File: config.mk
export PLATFORM = sky130hd
export DESIGN_NAME = dds_word_entry_flat
export DESIGN_NICKNAME = d
export VERILOG_FILES = /design/src/rtl/dds_pkg.sv /design/src/rtl/dds_word_entry_if.sv /design/src/rtl/dds_word_entry_btn_debounce.sv /design/src/rtl/dds_word_entry.sv /design/src/flat_wrapper.sv
export SDC_FILE = /design/constraint.sdc
export NUM_CORES = 1
export LEC_CHECK = 0
export CORE_MARGIN = 8
export CORE_UTILIZATION = 57
export DETAILED_ROUTE_END_ITERATION = 8
export GPL_TIMING_DRIVEN = 0
export PLACE_DENSITY = 0.79
export SYNTH_ARGS = -nofsm -noshare
export SYNTH_HDL_FRONTEND = slang
export SYNTH_SLANG_ARGS = --single-unit
File: constraint.sdc
create_clock -name key_clock -period 3.7 [get_ports key_clock]
set_input_delay 0.74 -clock key_clock [delete_from_list [all_inputs] [get_ports key_clock]]
set_output_delay 0.74 -clock key_clock [all_outputs]
set_load 0.005 [all_outputs]
File: src/rtl/dds_pkg.sv
// Shared definitions for the DDS keypad word-entry front end: field widths,
// cursor-to-field map, key FSM states and small combinational helpers.
package dds_pkg;

  localparam int F1_W  = 6;
  localparam int F2_W  = 8;
  localparam int P2_W  = 9;
  localparam int CUR_W = 3;

  localparam logic [CUR_W-1:0] CURSOR_MAX = 3'd6;

  // Cursor position -> edited field slice
  localparam logic [CUR_W-1:0] CUR_F1_HI  = 3'd0;  // Fword1[5:4]  <- key[1:0]
  localparam logic [CUR_W-1:0] CUR_F1_LO  = 3'd1;  // Fword1[3:0]
  localparam logic [CUR_W-1:0] CUR_F2_HI  = 3'd2;  // Fword2[7:4]
  localparam logic [CUR_W-1:0] CUR_F2_LO  = 3'd3;  // Fword2[3:0]
  localparam logic [CUR_W-1:0] CUR_P2_MSB = 3'd4;  // Pword2[8]    <- key[0]
  localparam logic [CUR_W-1:0] CUR_P2_HI  = 3'd5;  // Pword2[7:4]
  localparam logic [CUR_W-1:0] CUR_P2_LO  = 3'd6;  // Pword2[3:0]

  typedef enum logic [1:0] {
    IDLE     = 2'd0,
    DEBOUNCE = 2'd1,
    HOLD     = 2'd2
  } key_state_e;

  typedef struct packed {
    logic [F1_W-1:0] f1;
    logic [F2_W-1:0] f2;
    logic [P2_W-1:0] p2;
  } words_t;

  // Number of asserted bits, saturated: 0, 1, or 2 meaning "two or more".
  function automatic logic [1:0] low_count(input logic [3:0] low);
    logic [2:0] sum;
    sum = {2'b00, low[0]} + {2'b00, low[1]} + {2'b00, low[2]} + {2'b00, low[3]};
    return (sum >= 3'd2) ? 2'd2 : sum[1:0];
  endfunction

  // Index of the lowest asserted bit (only meaningful when exactly one is set).
  function automatic logic [1:0] col_index(input logic [3:0] low);
    logic [1:0] idx;
    idx = 2'd0;
    for (int i = 3; i >= 0; i--) begin
      if (low[i]) idx = 2'(i);
    end
    return idx;
  endfunction

  // Write a (truncated) key value into the digit selected by the cursor.
  function automatic words_t write_digit(input words_t w, input logic [CUR_W-1:0] cur,
                                         input logic [3:0] key);
    words_t r;
    r = w;
    case (cur)
      CUR_F1_HI:  r.f1[5:4] = key[1:0];
      CUR_F1_LO:  r.f1[3:0] = key;
      CUR_F2_HI:  r.f2[7:4] = key;
      CUR_F2_LO:  r.f2[3:0] = key;
      CUR_P2_MSB: r.p2[8]   = key[0];
      CUR_P2_HI:  r.p2[7:4] = key;
      CUR_P2_LO:  r.p2[3:0] = key;
      default:    r = w;
    endcase
    return r;
  endfunction

  // Cursor advance with wrap from the last digit back to 0.
  function automatic logic [CUR_W-1:0] cursor_next(input logic [CUR_W-1:0] cur);
    return (cur >= CURSOR_MAX) ? 3'd0 : cur + 3'd1;
  endfunction

endpackage

File: src/rtl/dds_word_entry_if.sv
// Keypad/button inputs and committed-word outputs of dds_word_entry.
// master: the environment (keypad, buttons, display); slave: the entry block.
interface dds_word_entry_if;
  import dds_pkg::*;

  logic [3:0]      col_input;
  logic            btn_next_n;
  logic            btn_load_n;
  logic [3:0]      row_output;
  logic [F1_W-1:0] Fword1;
  logic [F2_W-1:0] Fword2;
  logic [P2_W-1:0] Pword2;
  logic [CUR_W-1:0] cursor;
  logic            word_load;

  modport master (
    output col_input, btn_next_n, btn_load_n,
    input  row_output, Fword1, Fword2, Pword2, cursor, word_load
  );

  modport slave (
    input  col_input, btn_next_n, btn_load_n,
    output row_output, Fword1, Fword2, Pword2, cursor, word_load
  );

endinterface

File: src/rtl/dds_word_entry_btn_debounce.sv
// Scan-tick-enabled push-button debouncer. A press is accepted after SCANS
// consecutive pressed ticks (one event pulse), and released after SCANS
// consecutive released ticks. No auto-repeat.
module btn_debounce
  import dds_pkg::*;
#(
  parameter int SCANS = 4
) (
  input  logic clk_i,
  input  logic rst_ni,
  input  logic tick_i,
  input  logic press_i,
  output logic evt_o
);

  localparam logic [3:0] N = 4'(SCANS);

  key_state_e state_q, state_d;
  logic [3:0] cnt_q, cnt_d;
  logic       evt_q, evt_d;

  // State, counter and event registers.
  always_ff @(posedge clk_i or negedge rst_ni) begin
    if (!rst_ni) begin
      state_q <= IDLE;
      cnt_q   <= 4'd0;
      evt_q   <= 1'b0;
    end else begin
      state_q <= state_d;
      cnt_q   <= cnt_d;
      evt_q   <= evt_d;
    end
  end

  // Accept/release decision, evaluated once per scan tick.
  always_comb begin
    state_d = state_q;
    cnt_d   = cnt_q;
    evt_d   = 1'b0;
    if (tick_i) begin
      case (state_q)
        IDLE: begin
          if (press_i) begin
            state_d = DEBOUNCE;
            cnt_d   = 4'd1;
          end else begin
            cnt_d = 4'd0;
          end
        end
        DEBOUNCE: begin
          if (press_i) begin
            if (cnt_q + 4'd1 == N) begin
              evt_d   = 1'b1;
              state_d = HOLD;
              cnt_d   = 4'd0;
            end else begin
              cnt_d = cnt_q + 4'd1;
            end
          end else begin
            state_d = IDLE;
            cnt_d   = 4'd0;
          end
        end
        HOLD: begin
          if (!press_i) begin
            if (cnt_q + 4'd1 == N) begin
              state_d = IDLE;
              cnt_d   = 4'd0;
            end else begin
              cnt_d = cnt_q + 4'd1;
            end
          end else begin
            cnt_d = 4'd0;
          end
        end
        default: begin
          state_d = IDLE;
          cnt_d   = 4'd0;
        end
      endcase
    end else begin
      state_d = state_q;
    end
  end

  assign evt_o = evt_q;

endmodule

File: src/rtl/dds_word_entry.sv
// Keypad front end for the DDS: scans a 4x4 hex keypad, debounces keys and the
// next/load buttons at scan rate, edits a staged copy of Fword1/Fword2/Pword2
// one hex digit at a time and commits it to the outputs.
// Build option: WORD_ENTRY_AUTOLOAD_EN -- every digit write commits at once and
// the load button is ignored.
module dds_word_entry
  import dds_pkg::*;
#(
  parameter int DEBOUNCE_SCANS = 4
) (
  input  logic            key_clock,
  input  logic            sys_rst_n,
  dds_word_entry_if.slave bus
);

  localparam logic [3:0] DEB_N = 4'(DEBOUNCE_SCANS);

  // ---------------- row scan ----------------
  logic [3:0] row_q;
  logic [1:0] acc_cnt_q;
  logic [3:0] acc_code_q;

  logic [1:0] row_idx_s;
  logic       sample_valid_s;
  logic [3:0] low_s;
  logic [1:0] row_cnt_s;
  logic [1:0] base_cnt_s;
  logic [3:0] base_code_s;
  logic [2:0] sum_s;
  logic [1:0] tot_cnt_s;
  logic [3:0] tot_code_s;
  logic       scan_done_s;
  logic       scan_empty_s;

  // Decode the driven row and fold this row's columns into the scan result.
  always_comb begin
    row_idx_s      = 2'd0;
    sample_valid_s = 1'b1;
    case (row_q)
      4'b1110: row_idx_s = 2'd0;
      4'b1101: row_idx_s = 2'd1;
      4'b1011: row_idx_s = 2'd2;
      4'b0111: row_idx_s = 2'd3;
      default: sample_valid_s = 1'b0;
    endcase
    low_s       = ~bus.col_input;
    row_cnt_s   = low_count(low_s);
    base_cnt_s  = (row_idx_s == 2'd0) ? 2'd0 : acc_cnt_q;
    base_code_s = (row_idx_s == 2'd0) ? 4'd0 : acc_code_q;
    sum_s       = {1'b0, base_cnt_s} + {1'b0, row_cnt_s};
    tot_cnt_s   = (sum_s >= 3'd2) ? 2'd2 : sum_s[1:0];
    if (row_cnt_s == 2'd1) begin
      tot_code_s = {row_idx_s, col_index(low_s)};
    end else begin
      tot_code_s = base_code_s;
    end
    scan_done_s  = sample_valid_s && (row_idx_s == 2'd3);
    scan_empty_s = (tot_cnt_s != 2'd1);
  end

  // Rotate the row drive and keep the running per-scan accumulation.
  always_ff @(posedge key_clock or negedge sys_rst_n) begin
    if (!sys_rst_n) begin
      row_q      <= 4'b1111;
      acc_cnt_q  <= 2'd0;
      acc_code_q <= 4'd0;
    end else begin
      if (sample_valid_s) begin
        row_q      <= {row_q[2:0], row_q[3]};
        acc_cnt_q  <= tot_cnt_s;
        acc_code_q <= tot_code_s;
      end else begin
        row_q <= 4'b1110;
      end
    end
  end

  assign bus.row_output = row_q;

  // ---------------- key FSM ----------------
  key_state_e key_state_q, key_state_d;
  logic [3:0] key_cnt_q, key_cnt_d;
  logic [3:0] key_code_q, key_code_d;
  logic       key_evt_q, key_evt_d;

  // Key FSM registers.
  always_ff @(posedge key_clock or negedge sys_rst_n) begin
    if (!sys_rst_n) begin
      key_state_q <= IDLE;
      key_cnt_q   <= 4'd0;
      key_code_q  <= 4'd0;
      key_evt_q   <= 1'b0;
    end else begin
      key_state_q <= key_state_d;
      key_cnt_q   <= key_cnt_d;
      key_code_q  <= key_code_d;
      key_evt_q   <= key_evt_d;
    end
  end

  // Key accept/release decision once per completed scan.
  always_comb begin
    key_state_d = key_state_q;
    key_cnt_d   = key_cnt_q;
    key_code_d  = key_code_q;
    key_evt_d   = 1'b0;
    if (scan_done_s) begin
      case (key_state_q)
        IDLE: begin
          if (!scan_empty_s) begin
            key_state_d = DEBOUNCE;
            key_cnt_d   = 4'd1;
            key_code_d  = tot_code_s;
          end else begin
            key_cnt_d = 4'd0;
          end
        end
        DEBOUNCE: begin
          if (!scan_empty_s && (tot_code_s == key_code_q)) begin
            if (key_cnt_q + 4'd1 == DEB_N) begin
              key_evt_d   = 1'b1;
              key_state_d = HOLD;
              key_cnt_d   = 4'd0;
            end else begin
              key_cnt_d = key_cnt_q + 4'd1;
            end
          end else begin
            key_state_d = IDLE;
            key_cnt_d   = 4'd0;
          end
        end
        HOLD: begin
          if (scan_empty_s) begin
            if (key_cnt_q + 4'd1 == DEB_N) begin
              key_state_d = IDLE;
              key_cnt_d   = 4'd0;
            end else begin
              key_cnt_d = key_cnt_q + 4'd1;
            end
          end else begin
            key_cnt_d = 4'd0;
          end
        end
        default: begin
          key_state_d = IDLE;
          key_cnt_d   = 4'd0;
        end
      endcase
    end else begin
      key_state_d = key_state_q;
    end
  end

  // ---------------- buttons ----------------
  logic next_evt_s;
  logic load_evt_s;

  btn_debounce #(.SCANS(DEBOUNCE_SCANS)) u_next_db (
    .clk_i  (key_clock),
    .rst_ni (sys_rst_n),
    .tick_i (scan_done_s),
    .press_i(~bus.btn_next_n),
    .evt_o  (next_evt_s)
  );

  btn_debounce #(.SCANS(DEBOUNCE_SCANS)) u_load_db (
    .clk_i  (key_clock),
    .rst_ni (sys_rst_n),
    .tick_i (scan_done_s),
    .press_i(~bus.btn_load_n),
    .evt_o  (load_evt_s)
  );

  // ---------------- digit editing and commit ----------------
  words_t           staged_q, staged_d;
  words_t           words_q, words_d;
  logic [CUR_W-1:0] cursor_q, cursor_d;
  logic             word_load_q, word_load_d;

  // Apply key/button events to staged words, cursor and committed words.
  always_comb begin
    staged_d    = staged_q;
    words_d     = words_q;
    cursor_d    = cursor_q;
    word_load_d = 1'b0;
    if (key_evt_q) begin
      staged_d = write_digit(staged_q, cursor_q, key_code_q);
    end else begin
      staged_d = staged_q;
    end
    if (key_evt_q || next_evt_s) begin
      cursor_d = cursor_next(cursor_q);
    end else begin
      cursor_d = cursor_q;
    end
`ifdef WORD_ENTRY_AUTOLOAD_EN
    if (key_evt_q) begin
      words_d     = staged_d;
      word_load_d = 1'b1;
    end else begin
      words_d = words_q;
    end
`else
    if (load_evt_s) begin
      words_d     = staged_d;
      word_load_d = 1'b1;
    end else begin
      words_d = words_q;
    end
`endif
  end

  // Edit state and committed output registers.
  always_ff @(posedge key_clock or negedge sys_rst_n) begin
    if (!sys_rst_n) begin
      staged_q    <= '0;
      words_q     <= '0;
      cursor_q    <= 3'd0;
      word_load_q <= 1'b0;
    end else begin
      staged_q    <= staged_d;
      words_q     <= words_d;
      cursor_q    <= cursor_d;
      word_load_q <= word_load_d;
    end
  end

  assign bus.Fword1    = words_q.f1;
  assign bus.Fword2    = words_q.f2;
  assign bus.Pword2    = words_q.p2;
  assign bus.cursor    = cursor_q;
  assign bus.word_load = word_load_q;

endmodule

File: src/flat_wrapper.sv
// flat-port wrapper written by rule: the top's interface ports become plain ports
module dds_word_entry_flat import dds_pkg::*;
#(
  parameter int DEBOUNCE_SCANS = 4
)
  (key_clock, sys_rst_n, bus_col_input, bus_btn_next_n, bus_btn_load_n, bus_row_output, bus_Fword1, bus_Fword2, bus_Pword2, bus_cursor, bus_word_load);
  dds_word_entry_if bus_i ();
  input  logic key_clock;
  input  logic sys_rst_n;
  input wire logic [$bits(bus_i.col_input)-1:0] bus_col_input;
  input wire logic [$bits(bus_i.btn_next_n)-1:0] bus_btn_next_n;
  input wire logic [$bits(bus_i.btn_load_n)-1:0] bus_btn_load_n;
  output wire logic [$bits(bus_i.row_output)-1:0] bus_row_output;
  output wire logic [$bits(bus_i.Fword1)-1:0] bus_Fword1;
  output wire logic [$bits(bus_i.Fword2)-1:0] bus_Fword2;
  output wire logic [$bits(bus_i.Pword2)-1:0] bus_Pword2;
  output wire logic [$bits(bus_i.cursor)-1:0] bus_cursor;
  output wire logic [$bits(bus_i.word_load)-1:0] bus_word_load;
  assign bus_i.col_input = bus_col_input;
  assign bus_i.btn_next_n = bus_btn_next_n;
  assign bus_i.btn_load_n = bus_btn_load_n;
  assign bus_row_output = bus_i.row_output;
  assign bus_Fword1 = bus_i.Fword1;
  assign bus_Fword2 = bus_i.Fword2;
  assign bus_Pword2 = bus_i.Pword2;
  assign bus_cursor = bus_i.cursor;
  assign bus_word_load = bus_i.word_load;
  dds_word_entry #(.DEBOUNCE_SCANS(DEBOUNCE_SCANS)) u_core (.key_clock(key_clock), .sys_rst_n(sys_rst_n), .bus(bus_i));
endmodule
==> impl_results.md <==
- Status: complete, no violations
- Row count: 31
- Pre-CTS worst setup slack: -785 ps
- DP Area: 4640 um2
- CP delay by family, top: adder cells
- Power Total: 1.88 mW
- Reg power frac: 54.4%
- CP Capture Type: flip-flop
- Crit path cell chain: dlygate4sd2_1 > inv_2 > ha_4 > fa_2 > inv_2 > ha_4 > and2_4 > ha_2 > inv_1 > fa_2 > nand3_2 > buf_4 > nor4_4 > mux2_2
- Hold WS: 346 ps
- Avg Inst Size Synth: approximately 11 um2
- First-pass DRT Iterations: 4
- VDD IR max: 0.245 mV
- Final GP Congestion: 0.792
- DIE WIDTH: slightly above 100 um
- Yosys Warn Count: 0
- Clock skew: 10.1 ps
- CP startpoint kind: input pin
- CTS clk-pin slew, worst paths: 90 ps
- Top-count cell post-synth: dfrtp_1
- Post-DR vias/cell: roughly 5.4
- Final ANT Viol Nets: 0
- Synth Flop Type: dfrtp_1
- Internal: between 1 and 1.5 mW
- Antenna violations before repair: 0
- Seq/Total Area, Yosys: 51.9%
- Number of enable flip-flop cells after synthesis: 0
- Worst Path Buf+Inv: 5
- Routed Wire Length: approximately 8200 um
- F_max: 278 MHz
- Comb power frac: about 12%
- # Max-Cap Violations: 0
- Area Overhead vs Synth: 20.3%
- CTS Buf Count: 9
- Later-pin clock latency in the skew report: between 300 and 400 ps
- Final #Nets: 439
- Endpoints failing setup: 0
- H-tree depth: 3
- Slew Limit Fails: 0
- Slew Limit Headroom: 57.0%
- Drt drc: 0
- Final instance area: 4940 um2
- Root buffer cell: clkbuf_8
- Final core area utilization: a little over two thirds
- Multi-input gate area: 1930 um2
- CTS tree: done
- Worst-Margin Slew: about 640 ps
- Critical-path maximum fanout: 8
- GR Overflow Total: 0
- Die Ht: 101 um
- Top cell type's share of synthesized area: 49.4%
- WP data arrival: 3820 ps
- # clock sinks: 85
- Initial Utilization: 57.9%
- Slack of the critical path: roughly 110 ps
- Io pins: 39
- Worst setup path category: in2reg
- Mapped Cells: 358
- GRT Resource Usage Total: between 10% and 20%
- Tcrit/Tclk final: 97.2%
- Switching power: about 0.54 mW
- Synthesized area: 4110 um2
- Required @ worst endpoint: 3930 ps
- CP peak stage delay: 560 ps
- Clock share of power: 33.2%
- Hold Fails Final Rpt: 0
- Fillers: 524
- Die area: 10200 um2
- First-pass GRT wire length: around 14000 um
- Port buffer count: 38
- Leakage: 2.25 nW
- Async SR Flop Fraction: 100%
- Commonest cells post-synth: 81 x dfrtp_1, 44 x mux2_2, 38 x nand2_1
- Switch share: 28.8%
- Core area: 7100 um2
- Iter 0 DRT Violations: 152
- Largest net degree at the start of global routing: 51
- Power per cell area: 381 nW/um2
- CP max-delay cell: fa_2
- Distinct cells, synth: slightly below 60
- Clk buf depth: 2
- DP HPWL: 5680 um
- # diodes: 0
- Routed vias: roughly 2800
- Cts hold-fix bufs: 0
- Final worst path period need: 3590 ps
- Net count after synthesis: 383
- Yosys top cell by area: dfrtp_1
- Synthesis-stage register bit count: 85
- Sequential cell area: roughly 2100 um2
- Vias in the first global route: slightly below 3000
- Drt wl/cell: 15.8 um
- Worst Hold Class: in2async
- Share of cells above drive strength 1: 24.1%
- Top post-synthesis cells by area: dfrtp_1 49%, mux2_2 12%, ha_1 4.6%
sequential cells by signal, summed over array words and instances (netlist names), 6 cells and up:
signal,flops
u_core.bus.Fword1,6
u_core.bus.Fword2,8
u_core.bus.Pword2,9
u_core.staged_q,23
worst paths after layout:
| check | from | end | slack (ps) | depth (start not counted) |
|---|---|---|---|---|
| max | bus_col_input[1] | u_core.key_code_q[3]$_DFFE_PN0P_ | 110 | 14 |
| min | sys_rst_n | u_core.staged_q[6]$_DFF_PN0_ | 350 | 1 |
| max reg2reg | u_core.bus.row_output[2]$_DFF_PN1_ | u_core.key_code_q[3]$_DFFE_PN0P_ | 490 | 11 |
| min reg2reg | u_core.staged_q[13]$_DFF_PN0_ | u_core.staged_q[13]$_DFF_PN0_ | 500 | 1 |
| max in group asynchronous | sys_rst_n | u_core.bus.row_output[2]$_DFF_PN1_ | 2720 | 2 |
| min in group key_clock | u_core.staged_q[13]$_DFF_PN0_ | u_core.staged_q[13]$_DFF_PN0_ | 500 | 1 |
worst register-to-register path, delay by kind of cell, from the launching register on:
kind | cells | cell delay, ps
AOI/OAI and AO/OA | 1 | 280
and+or+nand+nor | 3 | 720
adders and majority gates | 2 | 720
DFF | 1 | 540
buffers and inverters | 3 | 370
xor gates and xnor gates | 1 | 90
muxes | 1 | 390
final cells by class:
cell class / count / share of cell area (%)
Multi-Input combinational cell: 247 / 39.1
Timing Repair Buffer: 45 / 9.17
Inverter: 13 / 0.988
Clock inverter: 6 / 1.09
Tap cell: 99 / 2.51
Clock buffer: 10 / 2.79
Sequential cell: 85 / 43.2
Buffer: 13 / 1.24
cells in the final DEF (no fill, tap or decap), types with 4 or more instances in the layout:
master           instances
nor3_1                   6
a21oi_1                 10
dfstp_2                  4
clkbuf_8                10
inv_1                   10
clkbuf_1                 8
buf_4                    8
ha_1                    12
mux2_2                  44
nand3_1                 13
o21ai_0                 21
nand2_1                 38
o21a_1                   4
nor2_1                  19
dfrtp_1                 81
nor3b_1                  5
clkdlybuf4s50_1         33
xor2_1                   4
a21o_1                   5
nand2b_1                 4
power groups by stage:
stage / clock network, mW / logic (mW) / registers [mW]
finish: 0.625 / 0.232 / 1.02
global route: 0.689 / 0.258 / 1.03
CTS: 0.645 / 0.232 / 1.02
detailed placement: 0 / 0.213 / 1.04
global placement: 0 / 0.204 / 1.04
floorplan: 0 / 0.140 / 1.03
cell families (layout without fill, tap and decap cells):
logic type	count (synthesis)	count (layout)	share of synthesized area, %
mux	45	45	12.3
simple gates	111	111	14.6
fa+ha+maj	17	17	5.55
compound gates	66	66	10.8
flops	85	85	51.9
xor+xnor	8	8	2.16
buf+inv	26	87	2.68
what timing repair did:
action	4_1_cts	5_1_grt
setup buffers	6	0
resized for setup	15	4
setup endpoints to repair	11	9
pin swaps	9	4
layer usage:
metal / wire length, um / GRT usage [%] / up-vias / share of wire (%)
li1: - / - / 1380 / -
met5: 0 / 0 / - / 0
met3: 367 / 3.66 / 6 / 4.5
met4: 69 / 7.67 / 0 / 0.84
met1: 3710 / 21.6 / 1381 / 45
met2: 4040 / 28.0 / 53 / 49
per-stage QoR:
step	setup TNS (ps)	cells
2_1_floorplan	0	358
3_3_place_gp	-98460	495
3_5_place_dp	-7270	496
4_1_cts	0	518
5_1_grt	-6.53	518
6_report	0	518
No activity file was read; power rests on OpenSTA's default activity.
